==> src/rtl/mdu_iter.sv <==
// -----------------------------------------------------------------------------
// mdu_iter -- iterative multiply/divide unit for the EX stage.
//
// Radix-2 shift-add multiply and restoring divide, one bit per clock. The
// pipeline stalls on `busy`. A destination tag rides along with each operation.
//
// Optional feature macro: MDU_SIGNED_EN
//   defined   : in_op[2] = 1 selects two's-complement operation. Operands are
//               turned into magnitudes at accept, and the sign is applied on the
//               edge into DONE.
//   undefined : in_op[2] is ignored. All operations are unsigned.
//
// Ports
//   clk         rising-edge clock
//   rst_n       asynchronous active-low reset
//   flush       synchronous abort of any operation in flight
//   in_valid    operation offered
//   in_ready    unit can accept (IDLE only)
//   in_op       [1:0] 00 MUL, 01 MULH, 10 DIV, 11 REM; [2] signed
//   in_a        multiplicand / dividend
//   in_b        multiplier / divisor
//   in_tag      destination tag
//   out_valid   result available (DONE)
//   out_ready   consumer takes the result
//   out_result  result, held stable in DONE
//   out_tag     tag of the result
//   busy        unit not idle
// -----------------------------------------------------------------------------
module mdu_iter #(
  parameter int WIDTH = 16,
  parameter int TAG_W = 3
) (
  input  logic             clk,
  input  logic             rst_n,
  input  logic             flush,
  input  logic             in_valid,
  output logic             in_ready,
  input  logic [2:0]       in_op,
  input  logic [WIDTH-1:0] in_a,
  input  logic [WIDTH-1:0] in_b,
  input  logic [TAG_W-1:0] in_tag,
  output logic             out_valid,
  input  logic             out_ready,
  output logic [WIDTH-1:0] out_result,
  output logic [TAG_W-1:0] out_tag,
  output logic             busy
);

  localparam int CNT_W = (WIDTH > 1) ? $clog2(WIDTH) : 1;
  localparam logic [CNT_W-1:0] LAST = CNT_W'(WIDTH - 1);

  typedef enum logic [1:0] {
    S_IDLE = 2'd0,
    S_CALC = 2'd1,
    S_DONE = 2'd2
  } state_t;

  state_t             r_state;
  state_t             w_state_nxt;
  logic [CNT_W-1:0]   r_count;
  logic [TAG_W-1:0]   r_tag;
  logic [WIDTH-1:0]   r_result;

  // Shared iteration registers. For multiply, r_hi:r_lo is the partial
  // product, with the multiplier consumed from r_lo[0]. For divide, r_hi is
  // the partial remainder and r_lo shifts the dividend out and the quotient in.
  logic               r_op_div;
  logic               r_op_sel;
  logic [WIDTH-1:0]   r_b;
  logic [WIDTH-1:0]   r_hi;
  logic [WIDTH-1:0]   r_lo;

  logic               w_accept;
  logic               w_div0;
  logic               w_last;
  logic               w_finish;
  logic [WIDTH-1:0]   w_a_mag;
  logic [WIDTH-1:0]   w_b_mag;

  logic [WIDTH:0]     w_mul_sum;
  logic [WIDTH:0]     w_div_shift;
  logic [WIDTH:0]     w_div_diff;
  logic               w_div_ge;
  logic [WIDTH-1:0]   w_hi_nxt;
  logic [WIDTH-1:0]   w_lo_nxt;

  logic [2*WIDTH-1:0] w_prod;
  logic [WIDTH-1:0]   w_quo;
  logic [WIDTH-1:0]   w_rem;
  logic [WIDTH-1:0]   w_result;

  assign w_accept = (r_state == S_IDLE) && in_valid && !flush;
  assign w_div0   = in_op[1] && (in_b == '0);
  assign w_last   = (r_state == S_CALC) && (r_count == LAST);
  assign w_finish = w_last && !flush;

`ifdef MDU_SIGNED_EN
  logic w_sa;
  logic w_sb;
  logic r_neg_q;
  logic r_neg_r;

  function automatic logic [WIDTH-1:0] f_cneg(input logic [WIDTH-1:0] v,
                                               input logic neg);
    return neg ? -v : v;
  endfunction

  function automatic logic [2*WIDTH-1:0] f_cneg_p(input logic [2*WIDTH-1:0] v,
                                                   input logic neg);
    return neg ? -v : v;
  endfunction

  assign w_sa    = in_op[2] & in_a[WIDTH-1];
  assign w_sb    = in_op[2] & in_b[WIDTH-1];
  assign w_a_mag = f_cneg(in_a, w_sa);
  assign w_b_mag = f_cneg(in_b, w_sb);

  // The product and the quotient share the sign a^b. The remainder follows a.
  // MIN / -1 gives magnitude MIN, which negates back to MIN.
  assign w_prod = f_cneg_p({w_hi_nxt, w_lo_nxt}, r_neg_q);
  assign w_quo  = f_cneg(w_lo_nxt, r_neg_q);
  assign w_rem  = f_cneg(w_hi_nxt, r_neg_r);

  always_ff @(posedge clk) begin
    if (w_accept) begin
      r_neg_q <= w_sa ^ w_sb;
      r_neg_r <= w_sa;
    end
  end
`else
  logic w_unused_sgn;

  assign w_unused_sgn = in_op[2];
  assign w_a_mag      = in_a;
  assign w_b_mag      = in_b;
  assign w_prod       = {w_hi_nxt, w_lo_nxt};
  assign w_quo        = w_lo_nxt;
  assign w_rem        = w_hi_nxt;
`endif

  // One multiply step: conditionally add, then shift right by one.
  assign w_mul_sum = {1'b0, r_hi} + (r_lo[0] ? {1'b0, r_b} : '0);

  // One restoring-divide step. The partial remainder is always below the
  // divisor, so the shifted value is below 2*divisor. Bit WIDTH of the
  // difference is therefore a clean borrow flag.
  assign w_div_shift = {r_hi, r_lo[WIDTH-1]};
  assign w_div_diff  = w_div_shift - {1'b0, r_b};
  assign w_div_ge    = !w_div_diff[WIDTH];

  always_comb begin
    w_hi_nxt = w_mul_sum[WIDTH:1];
    w_lo_nxt = {w_mul_sum[0], r_lo[WIDTH-1:1]};
    if (r_op_div) begin
      w_hi_nxt = w_div_ge ? w_div_diff[WIDTH-1:0] : w_div_shift[WIDTH-1:0];
      w_lo_nxt = {r_lo[WIDTH-2:0], w_div_ge};
    end
  end

  always_comb begin
    w_result = r_op_sel ? w_prod[2*WIDTH-1:WIDTH] : w_prod[WIDTH-1:0];
    if (r_op_div) begin
      w_result = r_op_sel ? w_rem : w_quo;
    end
  end

  always_comb begin
    w_state_nxt = r_state;
    case (r_state)
      S_IDLE:  if (w_accept) w_state_nxt = w_div0 ? S_DONE : S_CALC;
      S_CALC:  if (w_last) w_state_nxt = S_DONE;
      S_DONE:  if (out_ready) w_state_nxt = S_IDLE;
      default: w_state_nxt = S_IDLE;
    endcase
    if (flush) begin
      w_state_nxt = S_IDLE;
    end
  end

  always_ff @(posedge clk or negedge rst_n) begin
    if (!rst_n) begin
      r_state  <= S_IDLE;
      r_count  <= '0;
      r_tag    <= '0;
      r_result <= '0;
    end else begin
      r_state <= w_state_nxt;
      if (w_accept) begin
        r_count <= '0;
        r_tag   <= in_tag;
      end else if (r_state == S_CALC) begin
        r_count <= r_count + CNT_W'(1);
      end
      // Divide by zero: the quotient is all-ones and the remainder is the
      // raw dividend, in both signed and unsigned modes.
      if (w_accept && w_div0) begin
        r_result <= in_op[0] ? in_a : '1;
      end else if (w_finish) begin
        r_result <= w_result;
      end
    end
  end

  always_ff @(posedge clk) begin
    if (w_accept) begin
      r_op_div <= in_op[1];
      r_op_sel <= in_op[0];
      r_b      <= w_b_mag;
      r_hi     <= '0;
      r_lo     <= w_a_mag;
    end else if (r_state == S_CALC) begin
      r_hi <= w_hi_nxt;
      r_lo <= w_lo_nxt;
    end
  end

  assign in_ready   = (r_state == S_IDLE);
  assign out_valid  = (r_state == S_DONE);
  assign busy       = (r_state != S_IDLE);
  assign out_result = r_result;
  assign out_tag    = r_tag;

endmodule

==> config.mk <==
export PLATFORM = sky130hd
export DESIGN_NAME = mdu_iter
export DESIGN_NICKNAME = d
export VERILOG_FILES = /design/src/rtl/mdu_iter.sv
export SDC_FILE = /design/constraint.sdc
export NUM_CORES = 1
export LEC_CHECK = 0
export CELL_PAD_IN_SITES_DETAIL_PLACEMENT = 0
export CELL_PAD_IN_SITES_GLOBAL_PLACEMENT = 1
export CORE_AREA = 2 2 122 124
export CTS_CLUSTER_SIZE = 20
export DETAILED_ROUTE_END_ITERATION = 7
export DIE_AREA = 0 0 124 126
export GPL_TIMING_DRIVEN = 1
export PLACE_DENSITY = 0.77
export SYNTH_ARGS = -nofsm -noshare
export SYNTH_HDL_FRONTEND = slang
export SYNTH_SLANG_ARGS = --single-unit
==> constraint.sdc <==
create_clock -name clk -period 2.7 [get_ports clk]
set_input_delay 0.27 -clock clk [delete_from_list [all_inputs] [get_ports clk]]
set_output_delay 0.27 -clock clk [all_outputs]
set_load 0.02 [all_outputs]
Word level (Yosys, flattened, before mapping)
Cells that the tools add are included.

word-level totals
  output and inout bits = 22
  flip-flop bits (word level) = 75
  word-level logic and storage cells = 50

operators by class
  equal/unequal tests = 6
  reduce and logical (&&, ||, !) cells = 14
  mux-type cells = 18
  $add $sub $neg = 3

operator list
  operator                                                          count
  16-bit 2-to-1 mux                                                 10
  16-bit by 16-bit adder with 17-bit output                         1
  17-bit by 16-bit subtractor with 17-bit output                    1
  16-bit zero test                                                  1
  2-bit 2-to-1 mux                                                  5
  4-bit 2-to-1 mux                                                  2
  1-bit logical AND                                                 6
  3-bit by 2-bit != test with 1-bit output (second input constant)  2
  2-bit one-hot mux with 3 select lines                             1
  2-bit nonzero test                                                3
  4-bit by 1-bit adder with 4-bit output (second input constant)    1
  4-bit == test (second input constant)                             1
  3-bit != test (second input constant)                             1
  3-bit AND reduction                                               1
  2-bit by 1-bit == test with 1-bit output (second input constant)  1
  2-bit == test (second input constant)                             1
  1-bit zero test                                                   2
  2-bit zero test                                                   1

Logic depth before layout (Yosys ltp)
  depth in word-level cells = 6
  depth in mapped cells = 11

Worst setup path after synthesis
Ideal clock, no wire load.

  path type = reg-to-reg
  start point = reg r_lo[0]
  end point = reg r_result[9] (netlist: out_result[9])
  required time = 2.574 ns
  path buffers = 0
  slack = -0.065 ns
  stages on the path, launching flop included = 11
  setup time = 0.126 ns
  arrival time = 2.639 ns
  clock period less this slack = 2.765 ns
  cells stage by stage = edfxtp_1 -> and2_1 -> ha_1 -> fa_1 -> a211oi_1 -> o21ai_0 -> nand3_1 -> mux2i_1 -> a2111oi_0 -> a31oi_1 -> a221o_1

on the way
  word-level cells in the longest chain between the ends = 6

RTL lines
  element                                    RTL line  RTL
  start, declared                            71        logic [WIDTH-1:0] r_lo;
  start signal, assigned                     210       r_lo <= w_a_mag;
  start signal, assigned                     213       r_lo <= w_lo_nxt;
  16-bit 2-to-1 mux                          142       assign w_mul_sum = {1'b0, r_hi} + (r_lo[0] ? {1'b0, r_b} : '0);
  16-bit by 16-bit adder with 17-bit output  142
  16-bit 2-to-1 mux                          154       if (r_op_div) begin
  16-bit 2-to-1 mux                          161, 163
  16-bit 2-to-1 mux                          198       end else if (w_finish) begin
  16-bit 2-to-1 mux                          196       if (w_accept && w_div0) begin
  end signal, assigned                       197       r_result <= in_op[0] ? in_a : '1;
  end signal, assigned                       199       r_result <= w_result;
  end, declared                              62        logic [WIDTH-1:0] r_result;

Every way passes these cells. The select of a mux whose other input is x is not followed.
A chain may end at the register's enable or synchronous reset.

Final worst setup path
  start point = reg r_b[0]
  end point = reg r_result[4] (netlist: out_result[4])

on the way
  word-level cells in the longest chain between the ends = 6
  elaborated cells between the ends (all ways) = 8
  those cells by class = add/sub: 2; mux: 6

RTL lines
  element                                                                                     RTL line  RTL
  start, declared                                                                             69        logic [WIDTH-1:0] r_b;
  start signal, assigned                                                                      208       r_b <= w_b_mag;
  17-bit by 16-bit subtractor with 17-bit output / 16-bit 2-to-1 mux (equally long branches)  148, 142
  16-bit 2-to-1 mux / 16-bit by 16-bit adder with 17-bit output (equally long branches)       155, 142
  16-bit 2-to-1 mux *                                                                         154
  16-bit 2-to-1 mux *                                                                         161, 163
  16-bit 2-to-1 mux *                                                                         198
  16-bit 2-to-1 mux *                                                                         196

Every way passes the cells marked *; elsewhere a longest branch is shown, timed or not. The select of a mux whose other input is x is not followed.

==> results.md <==
Outcome:
- The run finished, with violations left.
- The checks that failed: setup timing.

Timing:
- The max-slew violation count is 0.
- The achievable clock frequency is approximately 0.36 GHz.
- The setup slack after layout is -0.0661 ns.
- The final period demand of the worst path is roughly 2.8 ns.
- The final-report hold violation count is 0.
- Dividing the final minimum period by the clock period gives 102%.
- Setup violations remaining at the end of the flow were counted as 17.
- Setup repair after global routing could not meet its margin everywhere.
- The maximum clock skew at final layout is between 0.008 and 0.009 ns.
- For the pin with the worst max-slew slack, the measured transition is 0.725 ns.
- The headroom to the max-slew limit is about 52%.
- The final setup TNS is -0.602 ns.

Worst setup path:
- The buffers plus inverters on the worst setup path is 2.
- Among cell families on the critical path, the largest total delay comes from compound AO/OA/AOI/OAI gates.
- The required time at the endpoint of the critical path is around 2.9 ns.
- For this design, the slowest cell found on the critical path is edfxtp_1.
- The worst setup path is launched from a register.
- The worst setup path is captured at a register.
- Traced cell by cell, the critical path runs through ha_4 > fa_2 > nand2b_4 > a21o_4 > a211oi_4 > buf_6 > o32a_1 > buf_6 > nand2_8 > a2111oi_4 > o21bai_1.
- The library cell appearing most often on the critical path is buf_6.
- At the worst endpoint, the arrival time is roughly 3 ns.
- In this run the worst path has a maximum fanout of 8.
- For this run, the slowest stage of the critical path takes approximately 0.44 ns.
- The critical path in this run is classified as reg -> reg.

Clocking:
- In this run the deepest clock path goes through 2 buffers.
- In this run the clock root is driven by a clkbuf_16.
- Clock tree synthesis found a total of 75 sinks.
- The number of H-tree levels is 3.
- The clock latency reported for the late side of the worst-skew pair is 0.35 ns.
- Clock-pin slew was measured on the worst setup and hold paths at roughly 0.07 ns.
- The number of hold buffers added after CTS is 0.
- TritonCTS built the clock tree.
- The number of clock buffers inserted by TritonCTS is 9.

Synthesis:
- The mapped cell area is around 5500 um^2.
- The number of warnings issued by yosys is 0.
- The xor and xnor fraction of the mapped netlist area is between 3 and 4%.
- Yosys attributes the largest share of cell area to edfxtp_1 19%, dfrtp_1 11%, ha_1 7.5%.
- Among all cell types in the netlist, the one instantiated most often is o21ai_0.
- The area share of the largest cell type after synthesis is approximately 19%.
- Among all flip-flop cells after synthesis, the most frequent one is edfxtp_1.
- The synthesized netlist devotes approximately 27% of its cell area to compound gates.
- The simple-gate portion of the synthesized area is approximately 18%.
- The cell count after synthesis came out at 628.
- The count of cell types in the netlist is 73.
- After synthesis, the share of cell area in mux cells is under 10%.
- The largest family of logic cells by synthesized area is compound AO/OA/AOI/OAI gates.
- The synthesized design contains 34 enable-type register cells.
- The top cell type by total area after synthesis is edfxtp_1.
- The number of nets in the synthesized netlist is 706.
- Each instance of the synthesized netlist takes up on average between 8 and 9 um^2.
- The sequential cell area fraction in the yosys report is approximately 36%.
- The adder and majority gate portion of the synthesized area is 8.23%.
- The synthesis-stage register bit count is between 70 and 80.
- Ranked by instance count, the synthesized netlist is headed by 67 x o21ai_0, 48 x nand2_1, 47 x nor2_1, 45 x a21oi_1, 34 x edfxtp_1.
- The fraction of synthesis flops using an asynchronous set or reset pin is 33.3%.

Floorplan:
- The height of the chip is approximately 130 um.
- The core region is 14300 um^2.
- The x dimension of the die is 124 um.
- The floorplan has 44 rows.
- The die covers approximately 16000 um^2.
- The initial utilization of the core area, before any placement, comes to ~38%.
- The I/O pin total is 65.

Global route:
- Global routing consumed, on the met3 layer, approximately 3.7% of the routing resources.
- The total routing resource utilization after global routing is between 20% and 30%.
- The maximum number of pins on one net before global-route repair is 31.
- The first-pass GRT wire length is 29600 um.
- The total global routing overflow is 0.
- The met2 layer usage reported by global route is roughly two fifths.
- The number of antenna violations at the first check in global routing is 1.
- The number of global-route vias before repair is 5679.
- The highest-utilization routing layer at the global route stage is met2.
- The global-route met1 utilization is between 30% and 40%.

Pwr:
- The leakage power summed over all cells is ~0.0034 uW.
- The final total power is about 7200 uW.
- Dividing total power by cell area gives a power density of between 900 and 1000 nW/um^2.
- VDD sags by at most approximately 0.00049 V.

Layout:
- For this run, the share of the core covered by cells in the final layout is a little under three fifths.
- Counting the fill cells in the layout gives between 1000 and 1500.
- The finished cells cover 7910 um^2.
- Cells with a size suffix above 1 make up 25.1% of the layout.
- From synthesis to final layout, the design area changed by 43.7%.
- The diode insertion count for antenna repair is 0.
- The number of nets in the layout is roughly 870.

Worst hold path:
- The path class of the lowest-slack min-delay path is in -> async.

Drt:
- Using the TritonRoute via totals, the vias-per-cell ratio works out to approximately 5.8.
- The number of remaining DRC errors is 0.
- The residual antenna-violating net count after detailed routing is 0.
- After detailed routing, the total wire length is between 15000 and 20000 um.
- The detailed router finished its first iteration with ~370 violations.
- The number of search-and-repair iterations in the first detailed-routing pass is 5.
- The routed wirelength normalized by instance count is slightly below 20 um.
- The total via count in the routed design is around 5600.

Place:
- After detailed placement, the total cell area comes to just over 7000 um^2.
- The final weighted congestion in routability-driven placement is 0.904.
- The total of buffers placed on input and output ports is 63.
- Detailed placement finished with a half-perimeter wire length of between 10000 and 15000 um.
- The worst setup timing slack at the placement stage is -0.292 ns.

Flow run:
- Across the run, the number of max-cap violations was 0.
[state kept, by name, indices dropped and copies added, names as in the netlist]
| name | cells |
|---|---|
| out_result | 16 |
| out_tag | 3 |
| r_b | 16 |
| r_count | 4 |
| r_hi | 16 |
| r_lo | 16 |
| r_op_div | 1 |
| r_op_sel | 1 |
| r_state | 2 |
[report_power, final]
part           switching (uW)  total (uW)  internal (uW)
registers                 218        1630           1410
clock network             536        1410            871
logic                    2240        4200           1960
total                    2990        7230           4240
[repair_timing]
| action | in CTS | in global routing |
|---|---|---|
| pin swaps | 34 | 31 |
| setup endpoints to repair | 33 | 33 |
| gates cloned | 0 | 1 |
| resized for setup | 56 | 49 |
| endpoints found under the hold margin | 0 | 0 |
| buffers inserted | 2 | 7 |
[area by class of cell]
type	instances	area, um^2	share of cell area [%]
clock buffer	11	254	3.21
timing repair buffer	181	1560	19.7
sequential	75	1970	24.9
clock inverter	5	81.3	1.03
multi-input combinational	497	3720	47.0
inverter	27	101	1.28
tap	184	230	2.91
[path summary, 6_finish.rpt]
check	startpoint	to	slack [ns]	cells past startpoint
max	r_b[0]	out_result[4]	-0.07	11
min	rst_n	out_tag[0]	0.29	2
max reg2reg	r_b[0]	out_result[4]	-0.07	11
min reg2reg	out_tag[0]	out_tag[0]	0.49	2
max in group asynchronous	rst_n	out_result[6]	2.13	2
min in group clk	in_tag[0]	out_tag[0]	0.44	3
[through the flow]
stage	hold slack, ns	instances
detailed placement	0.472	954
finish	0.293	980
global placement	0.460	954
floorplan	-0.0256	628
CTS	0.298	972
global route	0.331	980
[layer usage]
| metal | vias up | share of wire, % |
|---|---|---|
| met1 | 2772 | 45 |
| met2 | 151 | 48 |
| li1 | 2682 | - |
| met3 | 35 | 4.3 |
| met4 | 2 | 2.5 |
| met5 | - | 0.068 |
[cells in the final DEF, fill, tap and decap left out, drive strengths merged, types with 5 or more instances in the layout]
cell type / count
o211ai: 9
clkbuf: 11
nand3: 14
inv: 29
xor2: 13
o311ai: 5
dfrtp: 25
o21ai: 70
or3: 8
nand4: 5
a21boi: 7
a21oi: 46
nor4: 7
a211oi: 11
nor2b: 7
nand2: 49
a31oi: 7
edfxtp: 34
nor2: 48
o21a: 7
xnor2: 7
mux2i: 18
dfxtp: 16
clkdlybuf4s50: 63
and2: 19
buf: 118
nand2b: 8
nor3: 16
and3: 6
a21o: 14
o31ai: 10
ha: 33
[cells by family (layout without fill, tap and decap cells)]
group | after synthesis | count (layout)
xor gates and xnor gates | 20 | 20
and+or+nand+nor | 198 | 198
adders and majority gates | 35 | 35
muxes | 18 | 18
buffers and inverters | 57 | 224
AOI/OAI and AO/OA | 225 | 226
DFF | 75 | 75
(Power assumes the default switching activity.)
==> RTL change (same flow settings) <==
Add a define of `MDU_SIGNED_EN`.
--- a/src/rtl/mdu_iter.sv
+++ b/src/rtl/mdu_iter.sv
@@ -27,4 +27,6 @@
 //   busy        unit not idle
 // -----------------------------------------------------------------------------
+`define MDU_SIGNED_EN
+
 module mdu_iter #(
   parameter int WIDTH = 16,
Behaviour: same outputs for any inputs over 10 cycles, from zero or initial values and one cycle with rst_n low; that may be too few to reach the edited logic, so the function may still have changed.
==> RTL change against the unedited design <==
The run still ends with negative setup slack left. Largest cell class unchanged. Worst setup slack worse by 1.5 ns. Core utilization is 27 points higher. Maximum frequency is 36% lower. Largest power group unchanged. Wire length is 71% higher. Sequential cell count is 2 higher. Total power is 62% higher. Synthesized area is 35% higher. Final area is 48% higher.
==> RTL change: results (changes against the unedited design) <==
Status
  – Run status: finished with violations (unchanged)
  – Failing checks: negative setup slack (unchanged)

Placement
  – Pre-CTS setup slack: -1.53 ns (was -0.292 ns)
  – IO Port Bufs: 64 (was 63)
  – DP HPWL: 23.1 mm (was 14.3 mm)
  – GPL Wtd Cong: 1.05 (was 0.904)

Global routing
  – First-pass GRT wire length: 49.7 mm (was 29.6 mm)
  – Largest net degree at the start of global routing: 39 (was 31)
  – Global-route usage over all layers: 41.7% (was 24.9%)
  – Number of global-route vias before repair: 9483 (was 5679)
  – Initial antenna violation count: 0 (was 1)

Timing
  – Final Skew: 0.0118 ns (was 0.00884 ns)
  – Hold slack: 0.295 ns (was 0.293 ns)
  – # setup viols final: 32 (was 17)
  – Max-Slew Margin vs Limit: 24.7% (was 51.6%)
  – Setup_tns: -30.39 ns (was -0.602 ns)
  – PnR worst setup slack: -1.61 ns (was -0.0661 ns)

Worst hold path
  – Hold/Removal Path Class: in -> async (unchanged)

Layout
  – Filler cells: 889 (was 1314)
  – Proportion of layout cells with a drive suffix above 1: 35.4% (was 25.1%)
  – Final #Nets: 1368 (was 869)
  – Antenna Cells: 0 (unchanged)

Detailed routing
  – First drt pass iteration count: 6 (was 5)
  – Initial drt markers: 1186 (was 368)
  – Via count: 9663 (was 5642)
  – Wire length per cell: 22.3 µm (was 19.6 µm)

Pwr
  – Static leakage: 5.09 nW (was 3.40 nW)
  – Max VDD drop: 704 µV (was 492 µV)

Synth
  – Post-synthesis adder-cell area fraction: 6.78% (was 8.23%)
  – Number of synthesized flops with an enable pin: 36 (was 34)
  – Synth top cells by count: 99 x nor2_1, 83 x a21oi_1, 81 x nand2_1 (was 67 x o21ai_0, 48 x nand2_1, 47 x nor2_1)
  – Top_reg_cell synth: edfxtp_1 (unchanged)
  – Post-synthesis xor/xnor area fraction: 8.85% (was 3.18%)
  – Post-synthesis sequential area ratio: 27.3% (was 35.7%)
  – Synth unique cells: 77 (was 73)
  – Synthesis warning total: 0 (unchanged)
  – Area contributors post-synth: edfxtp_1 15%, dfrtp_1 8.4%, ha_1 6.2%, a21oi_1 5.6%, nor2_1 5.0% (was edfxtp_1 19%, dfrtp_1 11%, ha_1 7.5%, o21ai_0 6.1%, dfxtp_1 5.8%)
  – Post-synthesis mux area share: 3.46% (was 3.27%)
  – Post-Syn Nets: 1028 (was 706)
  – Async SR Flop Fraction: 32.5% (was 33.3%)
  – Post-synthesis compound-gate area fraction: 25.8% (was 27.2%)

Clock tree
  – CTS Buf Count: 9 (unchanged)
  – Worst-path clk slew: 0.06 ns
  – Max clock buf depth: 2 (unchanged)
  – Root Buffer: clkbuf_16 (unchanged)
  – Htree depth: 3 (unchanged)
  – Skew-Pair Late Insertion Delay: 0.35 ns (about the same)

Setup path
  – Worst endpoint data arrival time: 4.57 ns (was 2.99 ns)
  – Cell family with most CP delay: simple AND/OR/NAND/NOR gates (was compound AO/OA/AOI/OAI gates)
  – Crit path max-delay cell type: or4_4 (was edfxtp_1)
  – CP max FO: 4 (was 8)
  – CP peak stage delay: 0.46 ns (was 0.44 ns)
RTL change: area by class of cell:
cell class,count,area share [%]
Clock inverter,4,0.256
Inverter,48,1.54
Clock buffer,12,2.20
Sequential cell,77,17.3
Multi-Input combinational cell,780,49.7
Tap cell,184,1.96
Timing Repair Buffer,370,27.0
RTL change: final timing paths:
kind | start | end | depth (start not counted)
hold reg to reg | out_result[9] | out_result[9] | 2
min in group clk | in_tag[1] | out_tag[1] | 3
hold / removal | rst_n | out_result[15] | 2
setup / recovery | r_lo[15] | out_result[4] | 23
setup reg to reg | r_lo[15] | out_result[4] | 23
max in group asynchronous | rst_n | r_count[3] | 2
RTL change: repair_timing:
action	in CTS	in global routing
hold endpoints to repair	0	0
hold buffers	0	0
gates resized for setup	166	33
buffers inserted	41	20
setup endpoints to repair	33	33
pin swaps	77	24
RTL change: cells by family after synthesis:
| group | count (synthesis) |
|---|---|
| DFF | 77 |
| muxes | 25 |
| and+or+nand+nor | 347 |
| adders and majority gates | 39 |
| xor gates and xnor gates | 75 |
| AOI/OAI and AO/OA | 294 |
| buffers and inverters | 89 |
RTL change: through the flow:
stage | area [µm²] | instances
after floorplan | 7610 | 946
after global placement | 10200 | 1405
after detailed placement | 10200 | 1405
after CTS | 11400 | 1457
after global routing | 11700 | 1475
final | 11700 | 1475
RTL change: routing by layer:
layer / track usage (%) / part of all wire [%]
met5: 0 / 0
met4: 24.3 / 7.0
met2: 64.1 / 45
met3: 12.0 / 11
met1: 51.7 / 37
RTL change: report_power, final:
group / total, mW / internal, mW / switching [mW]
registers: 1.64 / 1.47 / 0.169
clock network: 1.22 / 0.684 / 0.533
logic: 8.85 / 4.33 / 4.52
